`src/rtl/stack_pkg.sv`:
```
// Shared constants, opcodes and state encodings for the stack controller.
package stack_pkg;

  localparam int unsigned DEPTH = 32;
  localparam int unsigned WIDTH = 8;
  localparam int unsigned AW    = 5;

  localparam logic [1:0] OP_PUSH = 2'b00;
  localparam logic [1:0] OP_POP  = 2'b01;
  localparam logic [1:0] OP_PEEK = 2'b10;

  typedef logic [2:0] state_t;

  localparam state_t S_IDLE     = 3'd0;
  localparam state_t S_W_SETUP  = 3'd1;
  localparam state_t S_W_STROBE = 3'd2;
  localparam state_t S_W_HOLD   = 3'd3;
  localparam state_t S_R_SEL    = 3'd4;
  localparam state_t S_R_CAP    = 3'd5;
  localparam state_t S_RESP     = 3'd6;

endpackage

```
`src/rtl/stack_wr_decode.sv`:
```
// Registered one-hot latch-enable decoder: the enable for entry sel_i is high
// for exactly the cycle after a strobe_i cycle, and all enables are low otherwise.
module stack_wr_decode #(
  parameter int unsigned DEPTH = 32,
  parameter int unsigned AW    = 5
) (
  input  logic             clk,
  input  logic             rst,
  input  logic             strobe_i,
  input  logic [AW-1:0]    sel_i,
  output logic [DEPTH-1:0] lat_en_o
);

  logic [DEPTH-1:0] lat_en_d;
  logic [DEPTH-1:0] lat_en_q;

  always_comb begin
    lat_en_d = '0;
    if (strobe_i) lat_en_d[sel_i] = 1'b1;
  end

  always_ff @(posedge clk) begin
    if (!rst) lat_en_q <= '0;
    else      lat_en_q <= lat_en_d;
  end

  assign lat_en_o = lat_en_q;

endmodule

```
`src/rtl/stack_ctrl.sv`:
```
// Push/pop sequencing controller for the latch-based stack array.
// Optional peek command is enabled by defining STACK_CTRL_PEEK_EN.
module stack_ctrl #(
  parameter int unsigned DEPTH = stack_pkg::DEPTH,
  parameter int unsigned WIDTH = stack_pkg::WIDTH,
  parameter int unsigned AW    = stack_pkg::AW
) (
  input  logic             clk,
  input  logic             rst,
  input  logic             cmd_valid,
  output logic             cmd_ready,
  input  logic [1:0]       cmd_op,
  input  logic [WIDTH-1:0] cmd_data,
  output logic             rsp_valid,
  output logic [WIDTH-1:0] rsp_data,
  output logic             rsp_err,
  output logic [DEPTH-1:0] lat_en,
  output logic [WIDTH-1:0] lat_d,
  output logic [AW-1:0]    rd_sel,
  input  logic [WIDTH-1:0] rd_q,
  output logic [AW:0]      count,
  output logic             full,
  output logic             empty
);

  import stack_pkg::*;

  state_t           state_q, state_d;
  logic [AW:0]      sp_q, sp_d;
  logic [WIDTH-1:0] lat_d_q, lat_d_d;
  logic [AW-1:0]    rd_sel_q, rd_sel_d;
  logic [WIDTH-1:0] rsp_data_q, rsp_data_d;
  logic             rsp_err_q, rsp_err_d;
  logic             rsp_valid_q, rsp_valid_d;
  logic             reject;
`ifdef STACK_CTRL_PEEK_EN
  logic             peek_q, peek_d;
`endif

  assign full  = (sp_q == (AW+1)'(DEPTH));
  assign empty = (sp_q == '0);

  always_comb begin
    state_d    = state_q;
    sp_d       = sp_q;
    lat_d_d    = lat_d_q;
    rd_sel_d   = rd_sel_q;
    rsp_data_d = rsp_data_q;
    rsp_err_d  = rsp_err_q;
    reject     = 1'b0;
`ifdef STACK_CTRL_PEEK_EN
    peek_d     = peek_q;
`endif
    case (state_q)
      S_IDLE: begin
        if (cmd_valid) begin
          case (cmd_op)
            OP_PUSH: begin
              if (full) reject = 1'b1;
              else begin
                state_d = S_W_SETUP;
                lat_d_d = cmd_data;
              end
            end
            OP_POP: begin
              if (empty) reject = 1'b1;
              else begin
                state_d  = S_R_SEL;
                rd_sel_d = sp_q[AW-1:0] - AW'(1);
`ifdef STACK_CTRL_PEEK_EN
                peek_d   = 1'b0;
`endif
              end
            end
`ifdef STACK_CTRL_PEEK_EN
            OP_PEEK: begin
              if (empty) reject = 1'b1;
              else begin
                state_d  = S_R_SEL;
                rd_sel_d = sp_q[AW-1:0] - AW'(1);
                peek_d   = 1'b1;
              end
            end
`endif
            default: reject = 1'b1;
          endcase
        end
      end
      S_W_SETUP:  state_d = S_W_STROBE;
      S_W_STROBE: state_d = S_W_HOLD;
      S_W_HOLD: begin
        sp_d       = sp_q + (AW+1)'(1);
        state_d    = S_RESP;
        rsp_data_d = '0;
        rsp_err_d  = 1'b0;
      end
      S_R_SEL:    state_d = S_R_CAP;
      S_R_CAP: begin
`ifdef STACK_CTRL_PEEK_EN
        if (!peek_q) sp_d = sp_q - (AW+1)'(1);
`else
        sp_d = sp_q - (AW+1)'(1);
`endif
        state_d    = S_RESP;
        rsp_data_d = rd_q;
        rsp_err_d  = 1'b0;
      end
      S_RESP:     state_d = S_IDLE;
      default:    state_d = S_IDLE;
    endcase

    // Rejected commands skip straight to the response with sp/lat_en untouched.
    if (reject) begin
      state_d    = S_RESP;
      rsp_data_d = '0;
      rsp_err_d  = 1'b1;
    end
    rsp_valid_d = (state_d == S_RESP);
  end

  always_ff @(posedge clk) begin
    if (!rst) begin
      state_q     <= S_IDLE;
      sp_q        <= '0;
      lat_d_q     <= '0;
      rd_sel_q    <= '0;
      rsp_data_q  <= '0;
      rsp_err_q   <= 1'b0;
      rsp_valid_q <= 1'b0;
    end else begin
      state_q     <= state_d;
      sp_q        <= sp_d;
      lat_d_q     <= lat_d_d;
      rd_sel_q    <= rd_sel_d;
      rsp_data_q  <= rsp_data_d;
      rsp_err_q   <= rsp_err_d;
      rsp_valid_q <= rsp_valid_d;
    end
  end

`ifdef STACK_CTRL_PEEK_EN
  always_ff @(posedge clk) begin
    if (!rst) peek_q <= 1'b0;
    else      peek_q <= peek_d;
  end
`endif

  stack_wr_decode #(
    .DEPTH (DEPTH),
    .AW    (AW)
  ) u_wr_decode (
    .clk      (clk),
    .rst      (rst),
    .strobe_i (state_q == S_W_SETUP),
    .sel_i    (sp_q[AW-1:0]),
    .lat_en_o (lat_en)
  );

  assign cmd_ready = (state_q == S_IDLE);
  assign rsp_valid = rsp_valid_q;
  assign rsp_data  = rsp_data_q;
  assign rsp_err   = rsp_err_q;
  assign lat_d     = lat_d_q;
  assign rd_sel    = rd_sel_q;
  assign count     = sp_q;

endmodule

```
`config.mk`:
```
export PLATFORM = sky130hd
export DESIGN_NAME = stack_ctrl
export DESIGN_NICKNAME = d
export VERILOG_FILES = /design/src/rtl/stack_pkg.sv /design/src/rtl/stack_wr_decode.sv /design/src/rtl/stack_ctrl.sv
export SDC_FILE = /design/constraint.sdc
export NUM_CORES = 1
export LEC_CHECK = 0
export BUFFER_PORTS_ARGS = -buffer_cell sky130_fd_sc_hd__buf_4
export CORE_MARGIN = 2
export CORE_UTILIZATION = 39
export CTS_CLUSTER_DIAMETER = 200
export DETAILED_ROUTE_END_ITERATION = 8
export GPL_ROUTABILITY_DRIVEN = 0
export HOLD_SLACK_MARGIN = 0.06
export PLACE_DENSITY = 0.67
export SYNTH_ARGS = -nofsm -noshare
export SYNTH_HDL_FRONTEND = slang
export SYNTH_SLANG_ARGS = --single-unit
```
`constraint.sdc`:
```
create_clock -name clk -period 2.3 [get_ports clk]
set_clock_uncertainty 0.05 [all_clocks]
set_input_delay 0.23 -clock clk [delete_from_list [all_inputs] [get_ports clk]]
set_output_delay 0.23 -clock clk [all_outputs]
set_load 0.02 [all_outputs]
```
# ---- Word level (Yosys, flattened, before mapping)
# Cells that the tools add are included.
dict set report classes {
  addsub 3
  n_lt_le_gt_ge 2
  eq_ne 8
  muxes 17
  bitwise 3
  n_reduce_logical 11
}
# cell n
set ops {}
lappend ops {{one-hot mux 8 bit (2 select lines)} 1}
lappend ops {{one-hot mux 3 bit (5 select lines)} 1}
lappend ops {{2-to-1 mux 3 bit} 4}
lappend ops {{one-hot mux 6 bit (2 select lines)} 1}
lappend ops {{equality test 3 bit, second input constant} 3}
lappend ops {{AND reduction 4 bit} 2}
lappend ops {{2-to-1 mux 1 bit} 7}
lappend ops {{adder 6 x 1 -> 6 bit, second input constant} 1}
lappend ops {{equality test 3 x 2 -> 1 bit, second input constant} 2}
lappend ops {{equality test 6 bit, second input constant} 1}
lappend ops {{zero test 6 bit} 1}
lappend ops {{< comparator 5 x 6 -> 1 bit, second input constant} 1}
lappend ops {{one-hot mux 3 bit (2 select lines)} 1}
lappend ops {{subtractor 6 x 1 -> 6 bit, second input constant} 1}
lappend ops {{demux 1 bit (select 5 bit)} 1}
lappend ops {{>= comparator 5 x 1 -> 1 bit, second input constant} 1}
lappend ops {{subtractor 5 x 1 -> 5 bit, second input constant} 1}
lappend ops {{nonzero test 2 bit} 2}
lappend ops {{OR reduction 2 bit} 2}
lappend ops {{equality test 3 x 1 -> 1 bit, second input constant} 1}
lappend ops {{zero test 3 bit} 1}
lappend ops {{NOT 1 bit} 3}
lappend ops {{equality test 2 x 1 -> 1 bit, second input constant} 1}
lappend ops {{zero test 2 bit} 1}
lappend ops {{other kinds (3)} 3}
dict set report totals {
  regBits 64
  inputBits 21
  out_inout_bits 64
}

# ---- Logic depth before layout (Yosys ltp)
# Gate-level depths: netlist of the first run.
dict set report depth {
  depth_word 7
  depth_mapped 9
}

# ---- Cells and area by module
# From an unflattened synthesis of the first run, not the netlist that was laid out.
dict set report hier_totals {
  cells_unflattened 242
  area_unflattened_um2 2458.6
}
# mod instances cells_each area_per_inst_um2 seq_area_each_um2
set by_module_without_submodules {}
lappend by_module_without_submodules {stack_ctrl 1 165 1599.0 640.6}
lappend by_module_without_submodules {stack_wr_decode 1 77 859.6 640.6}

# ---- Worst setup path after synthesis of the first run
# No wires, ideal clock.
dict set report synth_timing {
  path_kind {reg-to-reg}
  startpoint {register state_q[2]}
  endpoint {register sp_q[5], in the netlist count[5]}
  setup_ps 125
  arrival_ps 2152
  required_ps 2125
  setup_slack_ps -28
  stages_incl_launch_ff 10
  n_path_buf 2
  period_less_slack_ps 2328
  cell_sequence {dfxtp_1 -> clkbuf_1 -> nand3b_1 -> inv_1 -> clkbuf_1 -> ha_1 -> and3_1 -> a221o_1 -> o21ai_0 -> nand3_1}
}
dict set report synth_between {
  elab_chain_cells 2
  word_cells_on_any_way 4
}
# element line
set synth_lines {}
lappend synth_lines {{from (decl)} stack_ctrl.sv:28} ;# state_t state_q, state_d;
lappend synth_lines {{from (signal assigned)} stack_ctrl.sv:131} ;# state_q <= state_d;
lappend synth_lines {{equality test 3 bit or equality test 3 x 2 -> 1 bit (tied branches)} stack_ctrl.sv:54} ;# case (state_q)
lappend synth_lines {{one-hot mux 6 bit (2 select lines) or nonzero test 2 bit (tied branches)} -}
lappend synth_lines {{to (signal assigned)} stack_ctrl.sv:132} ;# sp_q <= sp_d;
lappend synth_lines {{to (decl)} stack_ctrl.sv:29} ;# logic [AW:0] sp_q, sp_d;
# Several ways; a longest one is shown, not always the timed one.
# A chain may end at the register's enable or synchronous reset.

# ---- Worst setup path after layout of the first run
# Ends and elaborated chain as after synthesis.

==> results.json, run 1 <==
{
  "initial_utilization": 0.396,
  "syn_nets": 286,
  "viasPerCell": 4.98,
  "numCtsBuffers": 9,
  "finalSetupViolCount": 0,
  "path_buf_inv": 1,
  "grt_antenna_before_repair": 0,
  "grt_usage": 0.166,
  "netlist_top_cells_area": "dfxtp_1, nor2_1, ha_1, mux2i_1, nor2b_1",
  "syn_area_per_cell_um2": 9.76,
  "cpLargestDelayFamily": "flip-flops",
  "crit_chain": "nand3b_1, inv_1, ha_1, and3_1, a221o_1, o21ai_0, nand3_1",
  "hold_buffers": 0,
  "hp-start": "rd_q[7]",
  "peakVddDrop_uv": 490,
  "postCtsSetupBuffers": 0,
  "cts_tree": "built",
  "overflow": 0,
  "fin_crit_sh": 0.906,
  "firstDrtPassIters": 4,
  "crit_arrival_ns": 2.26,
  "std_cell_rows": 29,
  "start_kind": "flip-flop",
  "rr_startpoint": "state_q[2]$_SDFF_PN0_",
  "cp_slowest_cell": "dfxtp_1",
  "ys_ff_latch": 64,
  "area_growth_pct": 38.5,
  "clock.fmax_mhz": 480,
  "period_minus_slack_ns": 2.08,
  "tns_ns": 0,
  "final_area_um2": 3450,
  "place_ws_ns": 0.237,
  "ys_top_cells_by_count": "dfxtp_1, nor2_1, nor2b_1",
  "ctsResizeCount": 0,
  "hold_viol_final": 0,
  "coreArea_um2": 6280,
  "power_density_nw_per_um2": 894,
  "slew_headroom": 0.519,
  "synth_warnings": 0,
  "rsz0062_at_grt": "no",
  "drive_gt1_frac": 0.323,
  "crit_start": "state_q[2]$_SDFF_PN0_",
  "cap_viol_max_count": 0,
  "drtIter0Drc": 48,
  "wl_um": 5780,
  "async_reset_ff_frac": 0,
  "clockBufferDepth": 2,
  "worstMarginPinSlew_ns": 0.715,
  "power_leakage_nw": 1.56,
  "clock_latency_ns": 0.33,
  "dpl-instance-area_um2": 3220,
  "synthCells": 255,
  "crit_path_end_kind": "flip-flop",
  "dieArea_um2": 7040,
  "timing.final.ws_setup_ns": 0.216,
  "dieHeight_um": 83.9,
  "yosysMostFrequentCell": "dfxtp_1",
  "synth_top_area_cell": "dfxtp_1",
  "place.detailed.hpwl_um": 4140,
  "power.total_mw": 3.08,
  "synth.distinct_cells": 42,
  "cts_root_buf": "clkbuf_8",
  "synth_ff_type": "dfxtp_1",
  "layout.nets": 376,
  "finalMaxSlewViolations": 0,
  "grt_pass1_wl_um": 9380,
  "grt_max_degree": 33,
  "hold_path_class": "input pin to flip-flop",
  "clk_pin_slew_ns": 0.08,
  "synth.cell_area_um2": 2490,
  "io_pins": 85,
  "slowest_delay_ns": 0.51,
  "antenna_cells": 0,
  "portBuffers": 84,
  "die-width_um": 83.9,
  "yosysSeqAreaShare": 0.515,
  "yosysTopAreaCellShare": 0.515,
  "status": "finished, final reports clean",
  "grt_pass1_vias": 2027,
  "synth_edf_count": 0,
  "cts.sinks": 64,
  "required_ns": 2.47,
  "drc": 0,
  "vias": 2127,
  "wire_per_inst_um": 13.5,
  "worst-setup-path-type": "flip-flop to flip-flop",
  "ant_nets": 0,
  "htree_num_levels": 3,
  "crit_fanout": 12
}
## cells in the final DEF, fill, tap and decap left out, types with 3 or more instances in the layout
cell	synthesis	routed
and2_1	3	3
ha_1	9	9
dfxtp_1	64	64
o211a_1	5	5
and3_1	6	6
nand3b_1	5	5
clkbuf_8	0	9
o21ai_0	3	3
o21a_1	5	5
nand3_1	6	6
mux2i_1	9	9
nand2_1	11	11
nor3_1	4	4
nor2_1	48	48
nor2b_1	12	12
o31a_1	3	3
inv_1	7	7
xnor2_1	5	5
a22oi_1	8	8
buf_4	0	93
## metrics by stage
step	std cells	hold slack, ns	utilization
after floorplan	255	0.343	-
after CTS	427	0.0811	0.549
after detailed placement	411	0.440	0.513
after global routing	427	0.0986	0.549
after global placement	411	0.426	0.513
final	427	0.0907	0.549
## power by group
| group | switching (mW) | leakage [nW] | internal (mW) | total [mW] |
|---|---|---|---|---|
| clock network | 0.471 | 0.110 | 0.621 | 1.09 |
| logic | 0.388 | 0.931 | 0.324 | 0.711 |
| registers | 0.0966 | 0.517 | 1.18 | 1.28 |
## routing by layer
layer	track usage	vias to the layer above	share of wire	routed length (um)
li1	-	1052	-	-
met1	0.205	993	0.45	2610
met2	0.271	73	0.47	2720
met3	0.0415	9	0.057	332
met4	0.0792	0	0.020	118
met5	0	-	0	0
## registers in the layout, indices dropped and copies added (netlist names)
signal and count:
count 6, lat_d 8, rd_sel 5, rsp_data 8, rsp_err 1, rsp_valid 1
state_q 3, u_wr_decode.lat_en_o 32
## worst register-to-register path: stages (launching register included)
cell,delay (ns)
dfxtp_1,0.51
nand3b_1,0.21
inv_1,0.21
ha_1,0.30
and3_1,0.19
a221o_1,0.34
o21ai_0,0.08
nand3_1,0.08
## final timing paths
path	cells after the start	to	slack [ns]
worst min register to register	1	rd_sel[1]$_SDFFE_PN0P_	0.46
worst max-delay path	7	count[5]$_SDFFE_PN0P_	0.22
worst min-delay path	3	rsp_data[7]$_SDFFE_PP0P_	0.09
worst max register to register	7	count[5]$_SDFFE_PN0P_	0.22
## logic make-up after synthesis
group,count (synthesis),synth area share
flip-flops,64,0.515
AO/OA/AOI/OAI,37,0.122
multiplexers,9,0.0362
buffers and inverters,21,0.0357
AND/OR/NAND/NOR,107,0.213
XOR/XNOR,7,0.0246
adder cells (fa/ha/maj),10,0.0533
## layout make-up
class	count	area (um^2)
fillers	576	2830
flip-flops and latches	64	1280
multi-input cells	170	1120
repair buffers	93	698
clock buffers	9	124
clock inverters	7	103
well taps	77	96.3
inverters	7	26.3
Note: power is estimated with default switching activity, not from simulation.
==> inputs of run 2 (changes only) <==
--- a/config.mk
+++ b/config.mk
@@ -6,6 +6,7 @@
 export NUM_CORES = 1
 export LEC_CHECK = 0
 export BUFFER_PORTS_ARGS = -buffer_cell sky130_fd_sc_hd__buf_4
+export CORE_ASPECT_RATIO = 1.4
 export CORE_MARGIN = 2
 export CORE_UTILIZATION = 39
 export CTS_CLUSTER_DIAMETER = 200
==> run 2 against run 1 <==
  * Utilization is 0.47 points higher
  * Die area up 0.13%
  * Count of clock-buffer cells in the layout unchanged
  * Global-route usage grew 0.47 points
  * Final area decreased by 0.22%
  * Largest cell class unchanged
==> results.json, run 2 (synthesis results as in run 1) <==
{
  "cpLargestDelayFamily": "simple AND/OR/NAND/NOR gates",
  "final_cell_mix": "buf_4, dfxtp_1, nor2_1, nor2b_1, nand2_1",
  "wl_um": 5670,
  "cts_root_buf": "clkbuf_8",
  "crit_fanout": 10,
  "portBuffers": 84,
  "std_cell_rows": 34,
  "worstMarginPinSlew_ns": 0.726,
  "hold_buffers": 0,
  "finalNonFillerCells": 421,
  "wire_per_inst_um": 13.5,
  "area_growth_pct": 38.2,
  "clock_latency_ns": 0.35,
  "numCtsBuffers": 9,
  "rr_startpoint": "state_q[1]$_SDFF_PN0_",
  "antenna_cells": 0,
  "crit_path_end_kind": "flip-flop",
  "dpl.cell_count": 405,
  "slew_headroom": 0.513,
  "cp_slowest_cell": "dfxtp_1",
  "pwr-share-seq": 0.414,
  "finalMaxSlewViolations": 0,
  "finalSetupViolCount": 0,
  "rr_endpoint": "count[5]$_SDFFE_PN0P_",
  "clk_pin_slew_ns": 0.08,
  "vias": 2088,
  "initial_utilization": 0.401,
  "r2r_setup_slack_ns": 0.22,
  "grt_max_degree": 33,
  "final_common_cell": "buf_4",
  "fin_crit_sh": 0.903,
  "largest_reg_flops": 32,
  "drive_gt1_frac": 0.327,
  "grt_pass1_vias": 2097,
  "dieArea_um2": 7040,
  "drc": 0,
  "grt_pass1_wl_um": 9320,
  "firstDrtPassIters": 4,
  "crit_arrival_ns": 2.26,
  "cts_tree": "built",
  "endpoint": "count[5]$_SDFFE_PN0P_",
  "dieHeight_um": 98.5,
  "p_clk_frac": 0.356,
  "viasPerCell": 4.96,
  "switchingPower_mw": 0.958,
  "overflow": 0,
  "power_leakage_nw": 1.55,
  "ctsResizeCount": 0,
  "postCtsSetupBuffers": 0,
  "grt_antenna_before_repair": 0,
  "power.total_mw": 3.09,
  "cap_viol_max_count": 0,
  "intPower_mw": 2.13,
  "coreArea_um2": 6210,
  "critical_path_depth": 7,
  "clock.fmax_mhz": 481,
  "slowest_delay_ns": 0.47,
  "clockBufferDepth": 2,
  "path_buf_inv": 1,
  "worst-setup-path-type": "flip-flop to flip-flop",
  "tns_ns": 0,
  "io_pins": 85,
  "htree_num_levels": 3,
  "status": "finished, final reports clean",
  "p_sw_frac": 0.311,
  "peakVddDrop_uv": 579,
  "rsz0062_at_grt": "no",
  "crit_start": "state_q[1]$_SDFF_PN0_",
  "period_minus_slack_ns": 2.08,
  "cts.sinks": 64,
  "drtIter0Drc": 70,
  "place.detailed.hpwl_um": 4140,
  "required_ns": 2.48,
  "hold_viol_final": 0,
  "grt_usage": 0.171,
  "reg2reg_depth": 7,
  "die-width_um": 71.5,
  "start_kind": "flip-flop",
  "share_comb_of_total_power": 0.230,
  "layout.nets": 375,
  "ant_nets": 0,
  "hold_path_class": "input pin to flip-flop",
  "power_density_nw_per_um2": 897,
  "crit_chain": "nand3b_1, inv_1, ha_1, and3_1, a221o_1, o21ai_0, nand3_1"
}
[run 2: layer usage]
metal / GRT usage / routed length (um) / vias up
li1: - / - / 1048
met1: 0.182 / 2290 / 960
met2: 0.290 / 2870 / 67
met3: 0.0552 / 361 / 13
met4: 0.102 / 158 / 0
met5: 0 / 0 / -
[run 2: power by group through the flow]
stage               clock network, mW  logic, mW  registers, mW
floorplan                           0      0.467           1.31
global placement                    0      0.711           1.30
detailed placement                  0      0.715           1.30
CTS                              1.12      0.717           1.27
global route                     1.16      0.777           1.29
finish                           1.10      0.710           1.28
[run 2: worst min path at each step]
stage	start	to	cells after the start	slack (ns)
6_report	rd_q[2]	rsp_data[2]$_SDFFE_PP0P_	3	0.08
4_1_cts	rd_q[2]	rsp_data[2]$_SDFFE_PP0P_	3	0.06
3_5_place_dp	rsp_data[5]$_SDFFE_PP0P_	rsp_data[5]$_SDFFE_PP0P_	2	0.44
3_3_place_gp	rd_q[4]	rsp_data[4]$_SDFFE_PP0P_	3	0.43
5_1_grt	rd_q[7]	rsp_data[7]$_SDFFE_PP0P_	3	0.07
2_1_floorplan	rd_q[0]	rsp_data[0]$_SDFFE_PP0P_	2	0.34
[run 2: final cells by class]
type / instances / area (um^2)
clock buffer: 9 / 124
sequential: 64 / 1280
clock inverter: 7 / 103
multi-input combinational: 170 / 1120
tap: 72 / 90.1
fill: 576 / 2770
inverter: 7 / 26.3
timing repair buffer: 92 / 691
[run 2: stage by stage]
step	instance area (um^2)	worst slack [ns]	util	hold WS (ns)
global placement	3210	0.257	0.516	0.427
CTS	3430	0.00565	0.553	0.0616
finish	3440	0.222	0.554	0.0776
global route	3440	0.0193	0.554	0.0736
floorplan	2490	0.140	-	0.343
detailed placement	3210	0.172	0.516	0.441
[run 2: tightest hold or removal path, stage by stage]
cell and delay [ns]:
buf_4 0.08, a22oi_1 0.06, nor2_1 0.08
